--- config.mk ---
export PLATFORM = sky130hd
export DESIGN_NAME = eth_axis_frame_gen
export DESIGN_NICKNAME = d
export VERILOG_FILES = /design/src/rtl/eth_axis_frame_gen.sv
export SDC_FILE = /design/constraint.sdc
export NUM_CORES = 1
export LEC_CHECK = 0
export CORE_MARGIN = 1
export CORE_UTILIZATION = 24
export CTS_CLUSTER_DIAMETER = 200
export CTS_CLUSTER_SIZE = 10
export DETAILED_ROUTE_END_ITERATION = 10
export PLACE_DENSITY = 0.54
export SLEW_MARGIN = 20
export SYNTH_ARGS = -nofsm -noshare
export SYNTH_HDL_FRONTEND = slang
export SYNTH_SLANG_ARGS = --single-unit
--- constraint.sdc ---
create_clock -name logic_clk -period 3.8 [get_ports logic_clk]
set_input_delay 0.57 -clock logic_clk [delete_from_list [all_inputs] [get_ports logic_clk]]
set_output_delay 0.57 -clock logic_clk [all_outputs]
set_load 0.01 [all_outputs]
--- src/rtl/eth_axis_frame_gen.sv ---
// AXI-stream Ethernet frame source: 14-byte header plus counting payload, programmable count/gap.
// Optional ETH_FRAME_GEN_ERR_INJECT_EN adds err_every_i to mark periodic frames bad via tuser.

module eth_axis_frame_gen #(
   parameter int unsigned MAX_PAYLOAD = 1500,
   parameter int unsigned GAP_CYCLES  = 12,
   parameter int unsigned CNT_WIDTH   = 16
) (
   input  logic                 logic_clk,
   input  logic                 logic_rst_n,
   input  logic                 start_i,
   input  logic                 stop_i,
   input  logic [CNT_WIDTH-1:0] frame_count_i,
   input  logic [10:0]          payload_len_i,
   input  logic [47:0]          dst_mac_i,
   input  logic [47:0]          src_mac_i,
   input  logic [15:0]          ethertype_i,
`ifdef ETH_FRAME_GEN_ERR_INJECT_EN
   input  logic [7:0]           err_every_i,
`endif
   output logic [7:0]           tx_axis_tdata,
   output logic                 tx_axis_tvalid,
   input  logic                 tx_axis_tready,
   output logic                 tx_axis_tlast,
   output logic                 tx_axis_tuser,
   output logic                 busy_o,
   output logic                 done_o,
   output logic [CNT_WIDTH-1:0] frames_sent_o
);

   localparam logic [1:0]  StIdle  = 2'd0;
   localparam logic [1:0]  StHdr   = 2'd1;
   localparam logic [1:0]  StPay   = 2'd2;
   localparam logic [1:0]  StGap   = 2'd3;
   localparam logic [10:0] MaxLen  = 11'(MAX_PAYLOAD);
   localparam logic [15:0] GapLast = 16'(GAP_CYCLES - 1);
   localparam bit          HasGap  = (GAP_CYCLES != 0);

   logic [1:0]           state_q, state_d;
   logic [10:0]          byte_cnt_q, byte_cnt_d;
   logic [15:0]          gap_cnt_q, gap_cnt_d;
   logic [CNT_WIDTH-1:0] frames_sent_q, frames_sent_d;
   logic                 stop_q, stop_d;
   logic                 done_q, done_d;
   logic                 load;

   logic [CNT_WIDTH-1:0] cnt_q;
   logic [10:0]          len_q, len_eff;
   logic [111:0]         hdr_q, hdr_shift;

   logic                 hs, last_byte, last_hs, stop_seen, reached_pay, reached_gap;
   logic [CNT_WIDTH-1:0] sent_inc;

   assign hs          = tx_axis_tvalid & tx_axis_tready;
   assign last_byte   = (state_q == StPay) && (byte_cnt_q == len_q - 11'd1);
   assign last_hs     = last_byte & hs;
   assign sent_inc    = (&frames_sent_q) ? frames_sent_q : frames_sent_q + CNT_WIDTH'(1);
   assign stop_seen   = stop_q | stop_i;
   assign reached_pay = (cnt_q != '0) && (sent_inc == cnt_q);
   assign reached_gap = (cnt_q != '0) && (frames_sent_q == cnt_q);

   assign len_eff = (payload_len_i == 11'd0) ? 11'd1 :
                    (payload_len_i > MaxLen) ? MaxLen : payload_len_i;

   always_comb begin
      state_d       = state_q;
      byte_cnt_d    = byte_cnt_q;
      gap_cnt_d     = gap_cnt_q;
      frames_sent_d = frames_sent_q;
      stop_d        = stop_q;
      done_d        = 1'b0;
      load          = 1'b0;
      if (state_q != StIdle) stop_d = stop_q | stop_i;
      case (state_q)
         StIdle: begin
            stop_d = 1'b0;
            if (start_i) begin
               load          = 1'b1;
               state_d       = StHdr;
               byte_cnt_d    = 11'd0;
               frames_sent_d = '0;
            end
         end
         StHdr: begin
            if (hs) begin
               if (byte_cnt_q == 11'd13) begin
                  byte_cnt_d = 11'd0;
                  state_d    = StPay;
               end else begin
                  byte_cnt_d = byte_cnt_q + 11'd1;
               end
            end
         end
         StPay: begin
            if (last_hs) begin
               frames_sent_d = sent_inc;
               byte_cnt_d    = 11'd0;
               gap_cnt_d     = 16'd0;
               if (HasGap) begin
                  state_d = StGap;
               end else if (stop_seen || reached_pay) begin
                  state_d = StIdle;
                  done_d  = 1'b1;
               end else begin
                  state_d = StHdr;
               end
            end else if (hs) begin
               byte_cnt_d = byte_cnt_q + 11'd1;
            end
         end
         StGap: begin
            if (gap_cnt_q == GapLast) begin
               if (stop_seen || reached_gap) begin
                  state_d = StIdle;
                  done_d  = 1'b1;
               end else begin
                  state_d = StHdr;
               end
            end else begin
               gap_cnt_d = gap_cnt_q + 16'd1;
            end
         end
         default: state_d = StIdle;
      endcase
   end

   always_ff @(posedge logic_clk or negedge logic_rst_n) begin
      if (!logic_rst_n) begin
         state_q       <= StIdle;
         byte_cnt_q    <= 11'd0;
         gap_cnt_q     <= 16'd0;
         frames_sent_q <= '0;
         stop_q        <= 1'b0;
         done_q        <= 1'b0;
      end else begin
         state_q       <= state_d;
         byte_cnt_q    <= byte_cnt_d;
         gap_cnt_q     <= gap_cnt_d;
         frames_sent_q <= frames_sent_d;
         stop_q        <= stop_d;
         done_q        <= done_d;
      end
   end

   // Config is captured once per start so mid-run input changes cannot corrupt a frame.
   always_ff @(posedge logic_clk or negedge logic_rst_n) begin
      if (!logic_rst_n) begin
         cnt_q <= '0;
         len_q <= 11'd1;
         hdr_q <= '0;
      end else if (load) begin
         cnt_q <= frame_count_i;
         len_q <= len_eff;
         hdr_q <= {dst_mac_i, src_mac_i, ethertype_i};
      end
   end

`ifdef ETH_FRAME_GEN_ERR_INJECT_EN
   logic [7:0] err_every_q, err_cnt_q;
   logic       err_hit;

   // err_cnt_q tracks frame_index mod err_every, avoiding a divider.
   assign err_hit = (err_every_q != 8'd0) && (err_cnt_q == err_every_q - 8'd1);

   always_ff @(posedge logic_clk or negedge logic_rst_n) begin
      if (!logic_rst_n) begin
         err_every_q <= 8'd0;
         err_cnt_q   <= 8'd0;
      end else if (load) begin
         err_every_q <= err_every_i;
         err_cnt_q   <= 8'd0;
      end else if (last_hs) begin
         err_cnt_q <= err_hit ? 8'd0 : err_cnt_q + 8'd1;
      end
   end

   assign tx_axis_tuser = last_byte & err_hit;
`else
   assign tx_axis_tuser = 1'b0;
`endif

   assign hdr_shift = hdr_q << {byte_cnt_q[3:0], 3'b000};

   always_comb begin
      tx_axis_tdata = 8'h00;
      if (state_q == StHdr) tx_axis_tdata = hdr_shift[111:104];
      else if (state_q == StPay) tx_axis_tdata = frames_sent_q[7:0] + byte_cnt_q[7:0];
   end

   assign tx_axis_tvalid = (state_q == StHdr) || (state_q == StPay);
   assign tx_axis_tlast  = last_byte;
   assign busy_o         = (state_q != StIdle);
   assign done_o         = done_q;
   assign frames_sent_o  = frames_sent_q;

endmodule

==> flow_summary.yaml <==
outcome:
  status: "completed"
synth:
  syn_area_sq_mm: 0.00992
  syn_avg_cell_area_sq_um: 11.4
  yosys_warnings: 0
  synthTopCellsByCount: "185 x dfrtp_1, 130 x mux2_2, 66 x nand2_1"
  synth-main-ff-cell: "dfrtp_1"
  synth_top_area_share_pct: 46.7
  yosysUniqueCellTypes: 73
  synthesis.nets: 1030
  seq_area_frac_synth_pct: 46.9
  synth_area_leader_cell: "dfrtp_1"
  ys_seq_elements: 186
  synthArstFlopShare_pct: 100
  yosysMostFrequentCell: "dfrtp_1"
  yosys-top-cells-area: "dfrtp_1 47%, mux2_2 15%, mux4_2 5.4%"
  syn-instance-count: 868
  synth-edff-count: 0
clock_tree:
  clk_pin_slew_ns: 0.08
  cts_max_level: 4
  clockBufferDepth: 2
  cts_tree: "done"
  root_buffer: "clkbuf_16"
  cts_sinks: 186
  numCtsBuffers: 17
  clk_latency_ns: 0.45
die:
  ioPinCount: 173
  core_sq_mm: 0.0408
  die_h_um: 205
  die-area_sq_mm: 0.0422
  die_w_um: 205
  start_util_pct: 24.3
  rows: 74
power:
  p_leak_nw: 5.11
  powerDensity_mw_per_mm2: 666
  peakVddDrop_uv: 335
critical_path:
  r2r_start: "len_q[4]"
  rrSetupSlack_ns: 0.32
  cp-start-kind: "flop"
  crit_path_end_kind: "primary output"
  cp-startpoint: "frames_sent_o[1]"
  worst-path-max-fanout: 3
  critPathArrivalTime_ns: 3.05
  worstSetupPathType: "reg -> out"
  endpoint: "tx_axis_tdata[7]"
  reg2reg_depth: 8
  worstPathRequired_ns: 3.23
  reg2reg_to: "byte_cnt_q[2]"
layout:
  utilization_pct: 31.7
  instances_no_fill: 1576
  syn2layout_area_growth_pct: 30.3
  final_nets: 1191
  drive_above_1_share_pct: 22.6
global_routing:
  grt_pass1_wl_mm: 43.9
  grt-ovfl-total: 0
  antenna_found_initial: 5
  grt_max_degree: 96
  grtUsageTotal_pct: 13.6
  grt_pass1_vias: 7670
place:
  dp_cells: 1542
  dp_hpwl_mm: 20.3
  preCtsSetupSlack_ns: 0.0941
  port_buffers: 171
  place_congestion: 0.781
min_path:
  hold_path_class: "in -> async"
sta:
  fin_crit_sh_pct: 95.3
  clock.fmax_mhz: 276
  final_hold_viol_count: 0
  rsz0062_at_grt: "false"
  worstMarginPinSlew_ns: 0.847
  final.setup.tns_ns: 0
  finalWorstPathRequiredPeriod_ns: 3.62
  slew_headroom_pct: 43.3
  drv_slew: 0
  postLayoutSetupSlackWorst_ns: 0.180
  skew_ns: 0.0146
  finalSetupViolations: 0
detailed_routing:
  viasPerCell: 4.67
  drc_errors: 0
  wl_mm: 27.8
  dr.pass1.iters: 5
  wl_per_cell_um: 17.6
  antenna_left: 0
  first_iter_violations: 381
  dr_total_vias: 7355
run:
  cap_violations: 0
[registers in the layout, indices dropped and copies added (netlist names)]
register	flops
len_q	11
done_o	1
cnt_q	16
hdr_q	112
frames_sent_o	16
byte_cnt_q	11
gap_cnt_q	16
state_q	2
stop_q	1
[critical path, stage by stage (launching register included)]
cell             delay (ns)
dfrtp_1                0.44
ha_1                   0.31
a21o_1                 0.16
a21oi_1                0.24
nor2b_1                0.08
o21a_1                 0.20
o41ai_2                0.25
xnor2_1                0.19
a22o_1                 0.17
clkdlybuf4s50_1        0.58
[stage by stage]
stage / hold WS (ns) / area, sq um / total power, mW
floorplan: 0.274 / 9920 / 5.65
global placement: 0.483 / 12300 / 6.81
detailed placement: 0.489 / 12300 / 6.88
CTS: 0.227 / 12900 / 8.74
global route: 0.245 / 12900 / 9.21
finish: 0.185 / 12900 / 8.61
[logic make-up (layout without fill, tap and decap cells)]
family / after synthesis / in the layout / share of synthesized area, %
AOI/OAI and AO/OA: 140 / 140 / 9.26
xor gates and xnor gates: 39 / 39 / 3.44
adders and majority gates: 18 / 18 / 2.35
buffers and inverters: 81 / 255 / 3.37
DFF: 186 / 186 / 46.9
muxes: 174 / 174 / 22.2
other: 1 / 3 / 0.0378
and+or+nand+nor: 229 / 229 / 12.4
[routing by layer]
metal,vias up,wire length [um],share of wire (%),global-route usage (%)
met5,-,39,0.14,0
met4,6,259,0.93,3.15
met3,24,1690,6.1,4.10
met2,172,13200,48,22.5
met1,3630,12600,45,17.4
li1,3523,-,-,-
[worst min path at each step]
stage / start / endpoint / depth (start not counted)
floorplan: logic_rst_n / byte_cnt_q[0] / 0
global placement: hdr_q[22] / hdr_q[22] / 1
detailed placement: hdr_q[56] / hdr_q[56] / 1
CTS: logic_rst_n / hdr_q[68] / 1
global route: logic_rst_n / hdr_q[68] / 1
finish: logic_rst_n / hdr_q[70] / 1
[cell type report]
class / count / area [sq um]
multi-input combinational: 601 / 4960
fill: 4120 / 27900
clock buffer: 18 / 429
timing repair buffer: 196 / 1940
sequential: 186 / 4660
inverter: 27 / 101
clock inverter: 14 / 170
tap: 532 / 666
antenna: 2 / 5.00
[cell usage in the layout (no fill, tap or decap), types with 4 or more instances in the layout]
cell,n
or4_1,11
nand4_1,13
a211oi_1,4
a21oi_1,22
a31oi_1,4
ha_1,17
o21ai_0,46
nand2b_1,8
inv_1,27
a22o_1,4
clkinv_8,5
o211ai_1,12
mux2_2,130
buf_4,22
inv_8,4
xnor2_1,23
a21o_1,4
o22ai_1,8
clkbuf_16,17
clkdlybuf4s50_1,168
mux4_2,24
and3_1,9
xor2_1,16
o221ai_1,4
o31ai_1,6
or3_1,16
inv_6,4
nor3_1,16
dfrtp_1,182
nor4_1,13
nand2_1,65
nor2_1,29
mux2i_1,20
nand3_1,19
[power breakdown]
part	total [mW]	internal (mW)	switching, mW
Clock	1.82	0.894	0.923
Sequential	3.29	2.79	0.497
Combinational	3.51	1.86	1.65
[timing repair]
item,CTS,global route
buffers inserted,0,0
hold endpoints to repair,0,0
resized for setup,2,3
endpoints found under the setup margin,1,2
pin swaps,1,0
hold buffers,0,0
Note: power is estimated with default switching activity, not from simulation.
